`config.mk`:
```
export PLATFORM = sky130hd
export DESIGN_NAME = click_bcd_display_flat
export DESIGN_NICKNAME = d
export VERILOG_FILES = /design/src/rtl/click_bcd_display_pkg.sv /design/src/rtl/click_bcd_display_if.sv /design/src/rtl/seg7_decode.sv /design/src/rtl/click_bcd_display.sv /design/src/flat_wrapper.sv
export SDC_FILE = /design/constraint.sdc
export NUM_CORES = 1
export LEC_CHECK = 0
export CORE_MARGIN = 2
export CORE_UTILIZATION = 55
export CTS_CLUSTER_DIAMETER = 30
export DETAILED_ROUTE_END_ITERATION = 10
export GPL_TIMING_DRIVEN = 0
export PLACE_DENSITY = 0.79
export SLEW_MARGIN = 5
export SYNTH_ARGS = -nofsm -noshare
export SYNTH_HDL_FRONTEND = slang
export SYNTH_SLANG_ARGS = --single-unit
```
`constraint.sdc`:
```
create_clock -name clk_i -period 6.05 [get_ports clk_i]
set_input_delay 1.21 -clock clk_i [delete_from_list [all_inputs] [get_ports clk_i]]
set_output_delay 1.21 -clock clk_i [all_outputs]
set_load 0.02 [all_outputs]
```
`src/rtl/click_bcd_display_pkg.sv`:
```
// Shared constants and helpers for the click-driven BCD counter and its 7-segment scanner.
// Segment patterns are active-high, bit0 = a ... bit6 = g.
package click_bcd_display_pkg;

    localparam logic [6:0] SEG_0    = 7'h3F;
    localparam logic [6:0] SEG_1    = 7'h06;
    localparam logic [6:0] SEG_2    = 7'h5B;
    localparam logic [6:0] SEG_3    = 7'h4F;
    localparam logic [6:0] SEG_4    = 7'h66;
    localparam logic [6:0] SEG_5    = 7'h6D;
    localparam logic [6:0] SEG_6    = 7'h7D;
    localparam logic [6:0] SEG_7    = 7'h07;
    localparam logic [6:0] SEG_8    = 7'h7F;
    localparam logic [6:0] SEG_9    = 7'h6F;
    localparam logic [6:0] SEG_DASH = 7'h40;
    localparam logic [7:0] SEG_OFF  = 8'h00;

    function automatic int unsigned bcd_width(input int unsigned digits);
        return 4 * digits;
    endfunction

endpackage

```
`src/rtl/click_bcd_display_if.sv`:
```
// Click pulses in, counter and display pins out; master is the key stage, slave the display block.
interface click_bcd_display_if #(
    parameter int unsigned DIGITS = 4
) ();

    logic                                                  inc_i;
    logic                                                  dec_i;
    logic                                                  clr_i;
    logic [click_bcd_display_pkg::bcd_width(DIGITS)-1:0]   count_o;
    logic                                                  wrap_o;
    logic [7:0]                                            seg_o;
    logic [DIGITS-1:0]                                     dig_sel_o;

    modport master (
        output inc_i, dec_i, clr_i,
        input  count_o, wrap_o, seg_o, dig_sel_o
    );

    modport slave (
        input  inc_i, dec_i, clr_i,
        output count_o, wrap_o, seg_o, dig_sel_o
    );

endinterface

```
`src/rtl/seg7_decode.sv`:
```
// Combinational BCD digit to 7-segment pattern; non-BCD codes show a dash.
module seg7_decode
    import click_bcd_display_pkg::*;
#(
    parameter bit ACTIVE_LOW = 1'b1
) (
    input  logic [3:0] bcd,
    output logic [6:0] seg
);

    logic [6:0] pat;

    always_comb begin
        pat = SEG_DASH;
        unique case (bcd)
            4'd0:    pat = SEG_0;
            4'd1:    pat = SEG_1;
            4'd2:    pat = SEG_2;
            4'd3:    pat = SEG_3;
            4'd4:    pat = SEG_4;
            4'd5:    pat = SEG_5;
            4'd6:    pat = SEG_6;
            4'd7:    pat = SEG_7;
            4'd8:    pat = SEG_8;
            4'd9:    pat = SEG_9;
            default: pat = SEG_DASH;
        endcase
        seg = ACTIVE_LOW ? ~pat : pat;
    end

endmodule

```
`src/rtl/click_bcd_display.sv`:
```
// BCD up/down counter driven by click pulses, shown on a time-multiplexed 7-segment display.
module click_bcd_display
    import click_bcd_display_pkg::*;
#(
    parameter int unsigned DIGITS     = 4,
    parameter int unsigned SCAN_DIV   = 50000,
    parameter bit          ACTIVE_LOW = 1'b1
) (
    input  logic                 clk_i,
    input  logic                 rst_i,
    click_bcd_display_if.slave   bus
);

    localparam int unsigned CW    = bcd_width(DIGITS);
    localparam int unsigned IDX_W = (DIGITS > 1) ? $clog2(DIGITS) : 1;
    localparam int unsigned PRE_W = $clog2(SCAN_DIV);
    localparam logic [7:0]        SEG_IDLE = SEG_OFF ^ {8{ACTIVE_LOW}};
    localparam logic [DIGITS-1:0] SEL_IDLE = {DIGITS{ACTIVE_LOW}};

    logic [CW-1:0]     count_q, count_d;
    logic              wrap_q, wrap_d;
    logic [PRE_W-1:0]  pre_q, pre_d;
    logic [IDX_W-1:0]  idx_q, idx_d;
    logic [7:0]        seg_q;
    logic [DIGITS-1:0] sel_q;

    logic              carry;
    logic [3:0]        dig;
    logic [3:0]        cur_digit;
    logic [DIGITS-1:0] cur_sel;
    logic [6:0]        cur_pat;

    // Ripple carry/borrow through the digits; a carry out of the top digit is the wrap.
    always_comb begin
        count_d = count_q;
        wrap_d  = 1'b0;
        carry   = 1'b0;
        dig     = '0;
        if (bus.clr_i) begin
            count_d = '0;
        end else if (bus.inc_i ^ bus.dec_i) begin
            carry = 1'b1;
            for (int i = 0; i < int'(DIGITS); i++) begin
                dig = count_q[4*i +: 4];
                if (carry) begin
                    if (bus.inc_i) begin
                        carry = (dig == 4'd9);
                        dig   = carry ? 4'd0 : dig + 4'd1;
                    end else begin
                        carry = (dig == 4'd0);
                        dig   = carry ? 4'd9 : dig - 4'd1;
                    end
                end
                count_d[4*i +: 4] = dig;
            end
            wrap_d = carry;
        end
    end

    always_comb begin
        pre_d = pre_q + 1'b1;
        idx_d = idx_q;
        if (pre_q == PRE_W'(SCAN_DIV - 1)) begin
            pre_d = '0;
            idx_d = (idx_q == IDX_W'(DIGITS - 1)) ? '0 : idx_q + 1'b1;
        end
    end

    always_comb begin
        cur_digit = '0;
        cur_sel   = '0;
        for (int i = 0; i < int'(DIGITS); i++) begin
            if (idx_q == IDX_W'(i)) begin
                cur_digit  = count_q[4*i +: 4];
                cur_sel[i] = 1'b1;
            end
        end
    end

    seg7_decode #(
        .ACTIVE_LOW (ACTIVE_LOW)
    ) u_seg7_decode (
        .bcd (cur_digit),
        .seg (cur_pat)
    );

    always_ff @(posedge clk_i) begin
        if (rst_i) begin
            count_q <= '0;
            wrap_q  <= 1'b0;
            pre_q   <= '0;
            idx_q   <= '0;
            seg_q   <= SEG_IDLE;
            sel_q   <= SEL_IDLE;
        end else begin
            count_q <= count_d;
            wrap_q  <= wrap_d;
            pre_q   <= pre_d;
            idx_q   <= idx_d;
            // dp is never lit, so its pin sits at the inactive level
            seg_q   <= {ACTIVE_LOW, cur_pat};
            sel_q   <= cur_sel ^ SEL_IDLE;
        end
    end

    assign bus.count_o   = count_q;
    assign bus.wrap_o    = wrap_q;
    assign bus.seg_o     = seg_q;
    assign bus.dig_sel_o = sel_q;

endmodule

```
`src/flat_wrapper.sv`:
```
// flat-port wrapper written by rule: the top's interface ports become plain ports
module click_bcd_display_flat import click_bcd_display_pkg::*;
#(
    parameter int unsigned DIGITS     = 4,
    parameter int unsigned SCAN_DIV   = 50000,
    parameter bit          ACTIVE_LOW = 1'b1
)
  (clk_i, rst_i, bus_inc_i, bus_dec_i, bus_clr_i, bus_count_o, bus_wrap_o, bus_seg_o, bus_dig_sel_o);
  click_bcd_display_if #(.DIGITS(DIGITS)) bus_i ();
  input  logic clk_i;
  input  logic rst_i;
  input wire logic [$bits(bus_i.inc_i)-1:0] bus_inc_i;
  input wire logic [$bits(bus_i.dec_i)-1:0] bus_dec_i;
  input wire logic [$bits(bus_i.clr_i)-1:0] bus_clr_i;
  output wire logic [$bits(bus_i.count_o)-1:0] bus_count_o;
  output wire logic [$bits(bus_i.wrap_o)-1:0] bus_wrap_o;
  output wire logic [$bits(bus_i.seg_o)-1:0] bus_seg_o;
  output wire logic [$bits(bus_i.dig_sel_o)-1:0] bus_dig_sel_o;
  assign bus_i.inc_i = bus_inc_i;
  assign bus_i.dec_i = bus_dec_i;
  assign bus_i.clr_i = bus_clr_i;
  assign bus_count_o = bus_i.count_o;
  assign bus_wrap_o = bus_i.wrap_o;
  assign bus_seg_o = bus_i.seg_o;
  assign bus_dig_sel_o = bus_i.dig_sel_o;
  click_bcd_display #(.DIGITS(DIGITS), .SCAN_DIV(SCAN_DIV), .ACTIVE_LOW(ACTIVE_LOW)) u_core (.clk_i(clk_i), .rst_i(rst_i), .bus(bus_i));
endmodule
```
==> results.txt, run 1 <==
The largest fanout of any net on the critical path came out at 10. Counting flops with a built-in enable in the synthesized netlist gives 0. The worst flop-to-flop path endpoint is u_core.bus.seg_o[4]. The static power due to leakage came out at roughly 1.2 nW.

The via-per-instance ratio came out at slightly below 6. Clock tree synthesis inserted a total of 5 buffers. The standard cell core area came out at ~4800 sq um.

The number of port buffers came out at 32. The clock group share of total power came out at about a third. The routed design uses about 370 um of met3 wire. The proportion of layout cells with a drive suffix above 1 is around 5.7%. After clock tree synthesis, the flow added hold-fix buffers numbering 0. The startpoint identified for the worst register-to-register timing path is u_core.idx_q[0]. The area added between synthesis and finish came out at 17.5%. The final weighted congestion in routability-driven placement came out at between 0.9 and 1. The number of warning messages in the yosys log is 0.

The number of distinct library cells after synthesis is 60. The net count of the finished layout is 403. The max-cap check violation count came out at 0. The clock transition at the registers of the reported paths is 0.08 ns.

By area the synthesized netlist is led by dfxtp_1, ha_1, xnor2_1. The number of DRC violations after detailed routing is 0. The starting DRC count in detailed routing came out at between 200 and 250. Sorting the synthesized cells by how often they occur yields dfxtp_1, nor2_1, nand2_1.

Timing would allow up to slightly above 0.3 GHz. Summed over all nets, wire length on met2 after detailed routing comes to about 3000 um. For this design, the slowest cell found on the critical path is clkdlybuf4s50_1. The number of cell rows came out at 25.

Tracing the worst setup path back leads to its startpoint at bus_inc_i. The global routing usage summed across all routing layers came out at between 20% and 30%. The total count of hold-check failures in the final report is 0.

The cell type contributing the most total cell area after synthesis is dfxtp_1. The synthesized netlist occupies a cell area of 2810 sq um. The sum of negative setup slack came out at 0 ns. The synthesized flop and latch total came out at 46. The worst setup path is captured at a flip-flop. The vias after detailed routing came out at ~2700. Setup repair after global routing left no endpoint under its margin. The depth of the CTS H-tree is 2. The time the worst path needs with I/O delays and setup came out at approximately 3.3 ns.

The highest ir drop seen on vdd came out at 0.116 mV. For this run, the slowest stage of the critical path takes 0.50 ns. The instance count on the critical path is 7. The run finished with clean final reports. The share of the synthesized area in the top cell type came out at roughly 33%.

The clock reaches the later pin of the worst-skew pair after 0.30 ns. Synthesis produced a netlist with a net count of between 300 and 400. The signal on the critical path passes through clkdlybuf4s50_1 > clkbuf_1 > clkbuf_1 > nand3_1 > a22oi_1 > nand4_1 > o211a_1.

The post-DP HPWL is around 4700 um. For this run, the leading register cell type out of synthesis is dfxtp_1. The cell area power density is around 180 nW/um^2. The post-synthesis area per instance is 8.04 sq um.

The diode insertion count for antenna repair is 0. The actual slew at the worst max-slew pin is 0.746 ns. The final clock period utilization by the worst path came out at 54.5%. The first global-routing pass estimated around 11000 um of wire. The share of power burned in registers is 54.1%.

The path category of the worst min-delay check is flip-flop to flip-flop. The net switching power is roughly 0.16 mW. Counting stages on the worst path, the most repeated cell is clkbuf_1.

The total buffers and inverters traversed by the critical path is 3. The kind of critical path is input port to flip-flop. The share of total power dissipated in combinational logic is about 14%. The remaining antenna violation count came out at 0. The length of routed wiring on met1 is between 3000 and 4000 um. The die is between 70 and 80 um tall.

The number of max-slew violations in the final report came to 0. The TritonCTS clock tree is built. The initial antenna violation count is 0. The horizontal die dimension is 75.4 um. The leftover overflow at the end of global routing came out at 0. The capturing instance or port of the critical path is u_core.bus.count_o[15]. The internal power consumption came out at around 0.43 mW.

Synthesis produced a netlist whose cell count is around 350. For this configuration, the core starts out at a cell density of 58.3%. The number of cell instances on the worst register-to-register path came out at 11. The via count of the first global-routing pass came out at ~2300.

The pin count of the biggest net entering global routing came out at 15. The number of top-level pins came out at 34. Data arrives at the worst endpoint at between 3 and 4 ns. CTS placed an instance of clkbuf_8 at the clock tree root. Broken down by cell family, the worst path's largest delay share belongs to buffers and inverters. The fraction of synthesis flops using an asynchronous set or reset pin came out at 0%. Wires add up to 6570 um. Final hold analysis gives a worst-case slack of approximately 0.47 ns. Setup violations remaining at the end of the flow were counted as 0. No sink is reached through more buffers than the 2 on the longest clock path. The worst setup timing slack at the placement stage came out at 2.54 ns. In this run switching power makes up between 20% and 30% of total power. The reg2reg setup slack is around 3.6 ns. The highest routed metal layer is met4. The total iterations of the first detailed-routing run is 4. The relative slew slack is 49.9%. The share of synthesized area occupied by flip-flops and latches came out at between 30 and 40%. The floorplan step defined a die boundary enclosing approximately 5700 sq um.

The worst path setup slack after routing came out at 2.75 ns. The data required time of the worst path is approximately 6.2 ns. The total number of clock tree sinks came out at 46. The setup clock skew after layout is roughly 0.007 ns. Dividing the detail-routed wire length by the instance count gives 14.4 um. By instance count, the leading cell after synthesis is dfxtp_1. Summing internal, switching and leakage power gives 0.583 mW.

The count of buffers added by post-CTS timing repair for setup is 0. STA classifies the critical path startpoint as an input port. The post-cts resize count is 0.
[sequential cells by signal (all words and copies together), names as in the netlist]
name	flops
u_core.pre_q	16
u_core.bus.dig_sel_o	4
u_core.bus.seg_o	7
u_core.bus.wrap_o	1
u_core.idx_q	2
u_core.bus.count_o	16
[layer usage]
| layer | up-vias | GRT usage [%] |
|---|---|---|
| met5 | - | 0 |
| met4 | 0 | 6.43 |
| met1 | 1228 | 34.6 |
| met3 | 7 | 4.89 |
| li1 | 1344 | - |
| met2 | 71 | 37.7 |
[power by group through the flow]
stage	clock, mW	sequential (mW)	combinational, mW
finish	0.183	0.315	0.0844
global route	0.200	0.316	0.0921
CTS	0.194	0.315	0.0835
detailed placement	0	0.322	0.0828
global placement	0	0.322	0.0816
floorplan	0	0.330	0.0473
[worst reg2reg max path, stage by stage (launching register included)]
cell and delay [ns]:
dfxtp_1 0.40, inv_1 0.09, ha_1 0.19, clkbuf_1 0.19
a211oi_1 0.24, o21ai_0 0.20, and2_1 0.23, inv_1 0.10
ha_1 0.15, inv_1 0.05, a2111oi_0 0.40, a21oi_1 0.07
[kinds of logic after synthesis]
| logic type | count (synthesis) | synth area share, % |
|---|---|---|
| AO/OA/AOI/OAI | 89 | 22.6 |
| multiplexers | 6 | 2.18 |
| buffers and inverters | 41 | 5.89 |
| flip-flops | 46 | 32.8 |
| other | 1 | 0.134 |
| XOR/XNOR | 16 | 4.99 |
| adder cells (fa/ha/maj) | 10 | 4.46 |
| AND/OR/NAND/NOR | 140 | 27.0 |
[through the flow]
step | util [%] | std cells | cell area [sq um]
detailed placement | 66.6 | 448 | 3210
global route | 68.4 | 456 | 3300
floorplan | - | 349 | 2810
global placement | 66.6 | 448 | 3210
finish | 68.4 | 456 | 3300
CTS | 68.4 | 456 | 3300
[cell type report]
cell class | instances | area [sq um]
clock inverter | 2 | 13.8
multi-input combinational | 262 | 1720
sequential | 46 | 921
clock buffer | 6 | 72.6
tap | 67 | 83.8
timing repair buffer | 32 | 320
fill | 453 | 1520
inverter | 13 | 48.8
buffer | 28 | 116
[layout by cell type (no fill, tap or decap), types with 3 or more instances in the layout]
| cell | synthesis | routed |
|---|---|---|
| dfxtp_1 | 46 | 46 |
| clkdlybuf4s50_1 | 0 | 32 |
| nor2_1 | 31 | 31 |
| clkbuf_1 | 25 | 26 |
| nand2_1 | 26 | 26 |
| o21ai_0 | 18 | 18 |
| a21oi_1 | 15 | 15 |
| xnor2_1 | 14 | 14 |
| inv_1 | 13 | 13 |
| nand3_1 | 13 | 13 |
| or3_1 | 11 | 11 |
| ha_1 | 10 | 10 |
| a211oi_1 | 7 | 7 |
| a22oi_1 | 6 | 6 |
| nor2b_1 | 6 | 6 |
| nor3_1 | 6 | 6 |
| nand3b_1 | 5 | 5 |
| mux2i_1 | 5 | 5 |
| nor4_1 | 5 | 5 |
| or2_2 | 5 | 5 |
| o22ai_1 | 5 | 5 |
| clkbuf_8 | 0 | 5 |
| and3_1 | 4 | 4 |
| nand4_1 | 4 | 4 |
| nand4b_1 | 4 | 4 |
| a41oi_1 | 4 | 4 |
| nand2b_1 | 4 | 4 |
| or4_1 | 4 | 4 |
| and2_1 | 3 | 3 |
| o211a_1 | 3 | 3 |
| a21o_1 | 3 | 3 |
| o21bai_1 | 3 | 3 |
| o31ai_1 | 3 | 3 |
| a311oi_1 | 3 | 3 |
[worst min path at each step]
stage / cells past startpoint / startpoint / to / slack, ns
finish: 1 / u_core.pre_q[0] / u_core.pre_q[0] / 0.47
global placement: 1 / u_core.pre_q[0] / u_core.pre_q[0] / 0.44
CTS: 1 / u_core.pre_q[0] / u_core.pre_q[0] / 0.47
floorplan: 1 / u_core.pre_q[0] / u_core.pre_q[0] / 0.42
detailed placement: 1 / u_core.pre_q[0] / u_core.pre_q[0] / 0.46
global route: 1 / u_core.pre_q[0] / u_core.pre_q[0] / 0.49
No activity file was read; power rests on OpenSTA's default activity.
==> inputs of run 2 (changes only) <==
--- a/config.mk
+++ b/config.mk
@@ -6,11 +6,11 @@
 export NUM_CORES = 1
 export LEC_CHECK = 0
 export CORE_MARGIN = 2
-export CORE_UTILIZATION = 55
+export CORE_UTILIZATION = 50
 export CTS_CLUSTER_DIAMETER = 30
 export DETAILED_ROUTE_END_ITERATION = 10
 export GPL_TIMING_DRIVEN = 0
-export PLACE_DENSITY = 0.79
+export PLACE_DENSITY = 0.76
 export SLEW_MARGIN = 5
 export SYNTH_ARGS = -nofsm -noshare
 export SYNTH_HDL_FRONTEND = slang
==> constraint.sdc (replaced) <==
create_clock -name clk_i -period 2.75 [get_ports clk_i]
set_input_delay 0.55 -clock clk_i [delete_from_list [all_inputs] [get_ports clk_i]]
set_output_delay 0.55 -clock clk_i [all_outputs]
set_load 0.02 [all_outputs]
==> run 2 against run 1 <==
Net effect: count of clock-buffer cells in the layout fell by 1; combinational power rose by 120%; worst hold slack got worse by 0.014 ns; non-clock buffer count did not move; global-route usage fell by 2.3 points; clock power rose by 140%; sequential share of layout area fell by 0.16 points; die area rose by 9.5%; sequential power rose by 120%; register-to-register slack got worse by 3.3 ns; via count rose by 1.9%; power rose by 130%; critical path type unchanged; largest power group unchanged.
==> results.txt, run 2 (synthesis gave the netlist of run 1 again) <==
The run finished with clean final reports. The total count of hold-check failures in the final report was 0 (unchanged). The vias after detailed routing came out at 2701 (+1.9%). The post-placement cell count came to 453 (+1.1%).

The horizontal die dimension came to 78.9 um (+4.6%). The reg2reg setup slack is 0.33 ns (-3.28 ns). The number of cell rows came out at 27 (+8.0%).

The total iterations of the first detailed-routing run is 4 (unchanged). The deepest clock path buffer count is 2 (unchanged). The achievable clock frequency came out at 0.375 GHz. The number of port buffers is 32 (unchanged). The post-route non-filler standard cell count is 461 (+1.1%). The worst setup path is of the input port to flip-flop kind.

The largest fanout of any net on the critical path came out at 10 (unchanged). The count of nets after finishing is 403 (unchanged). The standard cell core area is 5470 sq um (+14%). The number of max-slew violations in the final report was 0 (unchanged). The initial standard-cell utilization of the core came out at 51.3% (-7.0 points). The count of buffers added by post-CTS timing repair for setup is 0 (unchanged). The count of hold buffers inserted by post-cts repair came out at 0 (unchanged). The number of setup violations in the final report came out at 0 (unchanged). The via-per-instance ratio came out at 5.86 (+0.82%). STA classifies the critical path endpoint as a flip-flop. For the finished layout, the period the worst path requires is between 2 and 3 ns. The data required time of the worst path came to 2.96 ns (-3.28 ns). The worst path setup slack after routing came to 0.0809 ns (-2.67 ns). The path with the worst hold slack has its endpoint at u_core.pre_q[0].

The post-DP HPWL came out at 4880 um (+2.9%). The starting DRC count in detailed routing came to 205 (-3.3%). In this run the worst hold path is classified as flip-flop to flip-flop. The final clock period utilization by the worst path came out at a little under 100%.

The via count of the first global-routing pass is 2344 (+3.2%). The static power due to leakage came out at 1.17 nW (-0.22%). The pin count of the biggest net entering global routing came out at 17 (+2). The data arrival time at the worst-slack endpoint came to 2.88 ns (-0.61 ns). Setup repair after global routing left no endpoint under its margin.

TritonCTS built the clock tree. The leftover overflow at the end of global routing is 0 (unchanged). The clock insertion delay at the later pin of the skew report came to 0.31 ns (about the same).

The most common cell after layout, fill and taps aside is dfxtp_1. The number of DRC violations after detailed routing came out at 0 (unchanged). The TritonCTS buffer count is 5 (unchanged). The diode insertion count for antenna repair came out at 0 (unchanged). The total wire length after detailed routing came out at 6910 um (+5.3%).

The first-pass GRT wire length came out at 11100 um (+3.2%). The highest ir drop seen on vdd came out at 0.234 mV (+100%). The remaining antenna violation count was 0 (unchanged). The initial antenna violation count came to 0 (unchanged). The count of fill cells added during filler insertion is 521 (+15%). The worst setup path is launched from an input port. The area added between synthesis and finish came out at 18.1%. The global routing usage summed across all routing layers came out at 22.0% (-2.3 points). The setup clock skew after layout is 0.0102 ns (+0.00336 ns). The proportion of layout cells with a drive suffix above 1 is 6.17% (+0.51 points). The cell area power density is 396 nW/um^2 (+120%). The overall power was 1.31 mW (+130%). The final routed wire length divided by cell count came out at 15.0 um (+4.1%). The total number of clock tree sinks came to 46 (unchanged). The relative slew slack is 38.5% (-11 points).

The final weighted congestion in routability-driven placement is 0.897 (-0.41%). The number of top-level pins came out at 34 (unchanged). The depth of the CTS H-tree came to 2 (unchanged).

The worst register-to-register path ends at u_core.bus.seg_o[5]. The height of the die is 78.9 um (+4.6%). The actual slew at the worst max-slew pin came to 0.917 ns (+0.171 ns). The number of cell instances on the worst register-to-register path came to 6 (-5). Leaving out fill and tap cells, the most frequent cells in the layout are dfxtp_1, clkdlybuf4s50_1, nor2_1. The root buffer cell chosen for the clock tree is clkbuf_8.

The instance count along the most critical hold path is 1 (unchanged). The clock transition at the registers of the reported paths is 0.10 ns (+0.02 ns). The worst hold path begins at u_core.pre_q[0]. In this run the critical register-to-register path is launched from u_core.idx_q[0]. The worst setup timing slack at the placement stage is -0.122 ns (-2.66 ns). The post-cts resize count came to 0 (unchanged). The die area came out at 6230 sq um (+9.5%). The max-cap check violation count came out at 0 (unchanged).
## run 2: cell count changes in the layout (fill, tap and decap cells not counted)
cell / before / now
a2111oi_0: 1 / 0
a2111oi_2: 2 / 3
clkbuf_1: 26 / 25
clkinv_2: 1 / 0
clkinv_4: 1 / 0
clkinvlp_4: 0 / 2
inv_6: 0 / 1
o21ai_0: 18 / 17
o21ai_1: 0 / 1
## run 2: area by class of cell
cell class / instances / area (sq um) / area share, %
Multi-Input combinational cell: 262 / 1730 / 52.1
Sequential cell: 46 / 921 / 27.8
Timing Repair Buffer: 32 / 320 / 9.66
Buffer: 28 / 116 / 3.51
Tap cell: 72 / 90.1 / 2.72
Clock buffer: 5 / 68.8 / 2.08
Inverter: 13 / 48.8 / 1.47
Clock inverter: 3 / 23.8 / 0.717
## run 2: how the worst max path moves through the flow
stage / startpoint / slack [ns] / cells after the start / endpoint
2_1_floorplan: u_core.idx_q[0] / 0.64 / 11 / u_core.bus.seg_o[4]
4_1_cts: bus_inc_i / 0.18 / 7 / u_core.bus.count_o[14]
3_3_place_gp: bus_inc_i / -0.11 / 7 / u_core.bus.count_o[14]
5_1_grt: bus_inc_i / 0.002 / 7 / u_core.bus.count_o[14]
3_5_place_dp: bus_inc_i / -0.12 / 7 / u_core.bus.count_o[15]
6_report: bus_inc_i / 0.08 / 7 / u_core.bus.count_o[14]
## run 2: worst max-delay path: stages
cell and delay (ns):
clkdlybuf4s50_1 0.49, clkbuf_1 0.33, clkbuf_1 0.45, nand3_1 0.19, a22oi_1 0.48, a31oi_1 0.17
a211oi_1 0.21
## run 2: layer usage
metal,global-route usage (%),part of all wire (%),routed length [um]
met1,29.3,46,3190
met2,36.8,47,3250
met3,3.98,6.3,433
met4,6.21,0.67,46
met5,0,0,0
## run 2: through the flow
stage,utilization (%),setup TNS (ns),hold WS (ns),cell area [sq um]
2_1_floorplan,-,0,0.418,2810
3_3_place_gp,58.8,-0.401,0.434,3220
3_5_place_dp,58.8,-0.505,0.439,3220
4_1_cts,60.5,0,0.459,3310
5_1_grt,60.6,0,0.478,3320
6_report,60.6,0,0.455,3320
## run 2: where the power goes
part	leakage (nW)	internal [mW]	total (mW)	switching, mW
clock	0.0408	0.182	0.434	0.252
combinational	0.751	0.0792	0.187	0.107
sequential	0.374	0.683	0.694	0.0109
==> inputs of run 3 (changes only) <==
--- a/config.mk
+++ b/config.mk
@@ -9,6 +9,7 @@
 export CORE_UTILIZATION = 50
 export CTS_CLUSTER_DIAMETER = 30
 export DETAILED_ROUTE_END_ITERATION = 10
+export GPL_ROUTABILITY_DRIVEN = 0
 export GPL_TIMING_DRIVEN = 0
 export PLACE_DENSITY = 0.76
 export SLEW_MARGIN = 5
==> run 3 against run 2 <==
Net effect: design area is 0.49% higher; register-to-register slack better by 0.07 ns; fmax is 6.2% higher; wire length is 1.3% lower; utilization is 0.30 points higher; power is 6.4% higher; sequential power hardly changed.
==> results.txt, run 3 (synthesis gave the netlist of run 1 again) <==
The highest ir drop seen on vdd is 0.298 mV (+27%). The proportion of layout cells with a drive suffix above 1 came to 6.17% (unchanged). The area added between synthesis and finish is 18.7%. The design area came to 3330 sq um (+0.49%). The number of DRC violations after detailed routing is 0 (unchanged).

The library cell used most frequently in the layout, excluding fill and tap cells, is dfxtp_1. In this run the critical register-to-register path is launched from u_core.idx_q[0]. The number of top-level pins is 34 (unchanged).

The reg2reg setup slack is 0.40 ns (+0.07 ns). The achievable clock frequency came to 0.398 GHz (+6.2%). The time the worst path needs with I/O delays and setup is 2.51 ns (-0.156 ns). The total count of hold-check failures in the final report came to 0 (unchanged). The depth of the CTS H-tree is 2 (unchanged).

The static power due to leakage came out at 1.19 nW (+1.7%). For hold timing, the worst endpoint is u_core.pre_q[0]. The count of nets after finishing is 403 (unchanged). The remaining antenna violation count came out at 0 (unchanged).

The top cell types in the final layout, fill and taps aside, are dfxtp_1, clkdlybuf4s50_1, nor2_1. The vias after detailed routing came out at 2738 (+1.4%). In this run the most critical hold path is launched from u_core.pre_q[0]. The run finished with clean final reports. The leftover overflow at the end of global routing was 0 (unchanged). The cell area power density came out at 420 nW/um^2 (+5.9%).

The total number of clock tree sinks is 46 (unchanged). The first-pass GRT wire length was 11200 um (+1.2%). The number of port buffers is 32 (unchanged). The number of cell instances on the worst register-to-register path came out at 11 (+5). The post-DP HPWL is 4880 um (about the same). The final routed wire length divided by cell count came out at 14.8 um (-1.3%). The instance count along the most critical hold path came out at 1 (unchanged). The clock transition at the registers of the reported paths came out at 0.10 ns (about the same). The setup clock skew after layout is 0.00886 ns (-0.00136 ns).

The kind of critical path is input port to flip-flop. STA classifies the critical path startpoint as an input port. Setup repair after global routing left no endpoint under its margin. The max-cap check violation count came out at 0 (unchanged). TritonCTS built the clock tree. The data arrival time at the worst-slack endpoint came out at 2.73 ns (-0.15 ns). The number of cell rows came to 27 (unchanged). The starting DRC count in detailed routing is 166 (-19%). The area after detailed placement came to 3220 sq um (unchanged). The count of hold buffers inserted by post-cts repair came out at 0 (unchanged). The global routing usage summed across all routing layers came out at 22.0% (-0.048 points). The data required time of the worst path came to 2.96 ns (about the same). The total wire length after detailed routing came to 6830 um (-1.3%). CTS placed an instance of clkbuf_8 at the clock tree root. The clock insertion delay at the later pin of the skew report was 0.30 ns (about the same). The origin of the worst setup path is bus_inc_i.

The pin count of the biggest net entering global routing came out at 16 (-1). The standard cell core area is 5470 sq um (unchanged). The final clock period utilization by the worst path came out at 91.4% (-5.7 points).

The die area is 6230 sq um (unchanged). The total iterations of the first detailed-routing run came out at 5 (+1). The deepest clock path buffer count is 2 (unchanged).

The via count of the first global-routing pass was 2421 (+3.3%). The overall power came out at 1.40 mW (+6.4%). The number of setup violations in the final report is 0 (unchanged). The number of max-slew violations in the final report was 0 (unchanged). The diode insertion count for antenna repair came out at 0 (unchanged). The endpoint identified for the worst register-to-register timing path is u_core.bus.seg_o[4]. The actual slew at the worst max-slew pin is 0.827 ns (-0.0905 ns). The largest fanout of any net on the critical path was 10 (unchanged). The height of the die is 78.9 um (unchanged). The initial standard-cell utilization of the core came out at 51.3% (unchanged).

The initial antenna violation count came out at 0 (unchanged). The relative slew slack is 44.5% (+6.1 points). The horizontal die dimension came out at 78.9 um (unchanged). STA classifies the critical path endpoint as a flip-flop. The path category of the worst min-delay check is flip-flop to flip-flop. The via-per-instance ratio came out at 5.94 (+1.4%). The TritonCTS buffer count is 5 (unchanged).
==> run 3: metrics by stage <==
step	setup TNS [ns]	utilization (%)	instances	hold WS (ns)	worst slack, ns
floorplan	0	-	349	0.418	0.639
global placement	-0.306	58.8	453	0.433	-0.0912
detailed placement	-0.436	58.8	453	0.442	-0.110
CTS	0	60.8	461	0.458	0.159
global route	0	60.9	461	0.475	0.0922
finish	0	60.9	461	0.457	0.237
==> run 3: what timing repair did <==
| item | in CTS | in global routing |
|---|---|---|
| endpoints found under the setup margin | 0 | 2 |
| buffers inserted | 0 | 0 |
| gates resized for setup | 0 | 4 |
==> run 3: how the worst max path moves through the flow <==
stage,depth (start not counted),to,slack (ns)
after floorplan,11,u_core.bus.seg_o[4],0.64
after global placement,7,u_core.bus.count_o[15],-0.09
after detailed placement,7,u_core.bus.count_o[15],-0.11
after CTS,7,u_core.bus.count_o[14],0.16
after global routing,11,u_core.bus.seg_o[4],0.09
final,7,u_core.bus.count_o[14],0.24
==> run 3: cell type report <==
cell class	instances	area, sq um
Clock buffer	5	68.8
Clock inverter	3	43.8
Tap cell	72	90.1
Inverter	13	48.8
Buffer	28	118
Timing Repair Buffer	32	320
Multi-Input combinational cell	262	1720
Fill cell	501	2140
Sequential cell	46	921
==> run 3: metal layers <==
metal	track usage [%]	wire [um]	vias up
li1	-	-	1354
met1	29.7	3180	1274
met2	36.2	3080	98
met3	3.30	465	12
met4	7.07	99	0
met5	0	0	-
==> run 3: power by group <==
group	switching [mW]	leakage, nW	internal [mW]	total [mW]
Sequential	0.0106	0.374	0.683	0.694
Combinational	0.107	0.753	0.0791	0.186
Clock	0.247	0.0585	0.273	0.519
Total	0.364	1.19	1.04	1.40
==> run 3: critical path, stage by stage <==
cell             delay (ns)
clkdlybuf4s50_1        0.50
clkbuf_1               0.34
clkbuf_2               0.31
nand3_1                0.14
a22oi_1                0.52
a31oi_1                0.16
a211oi_1               0.20
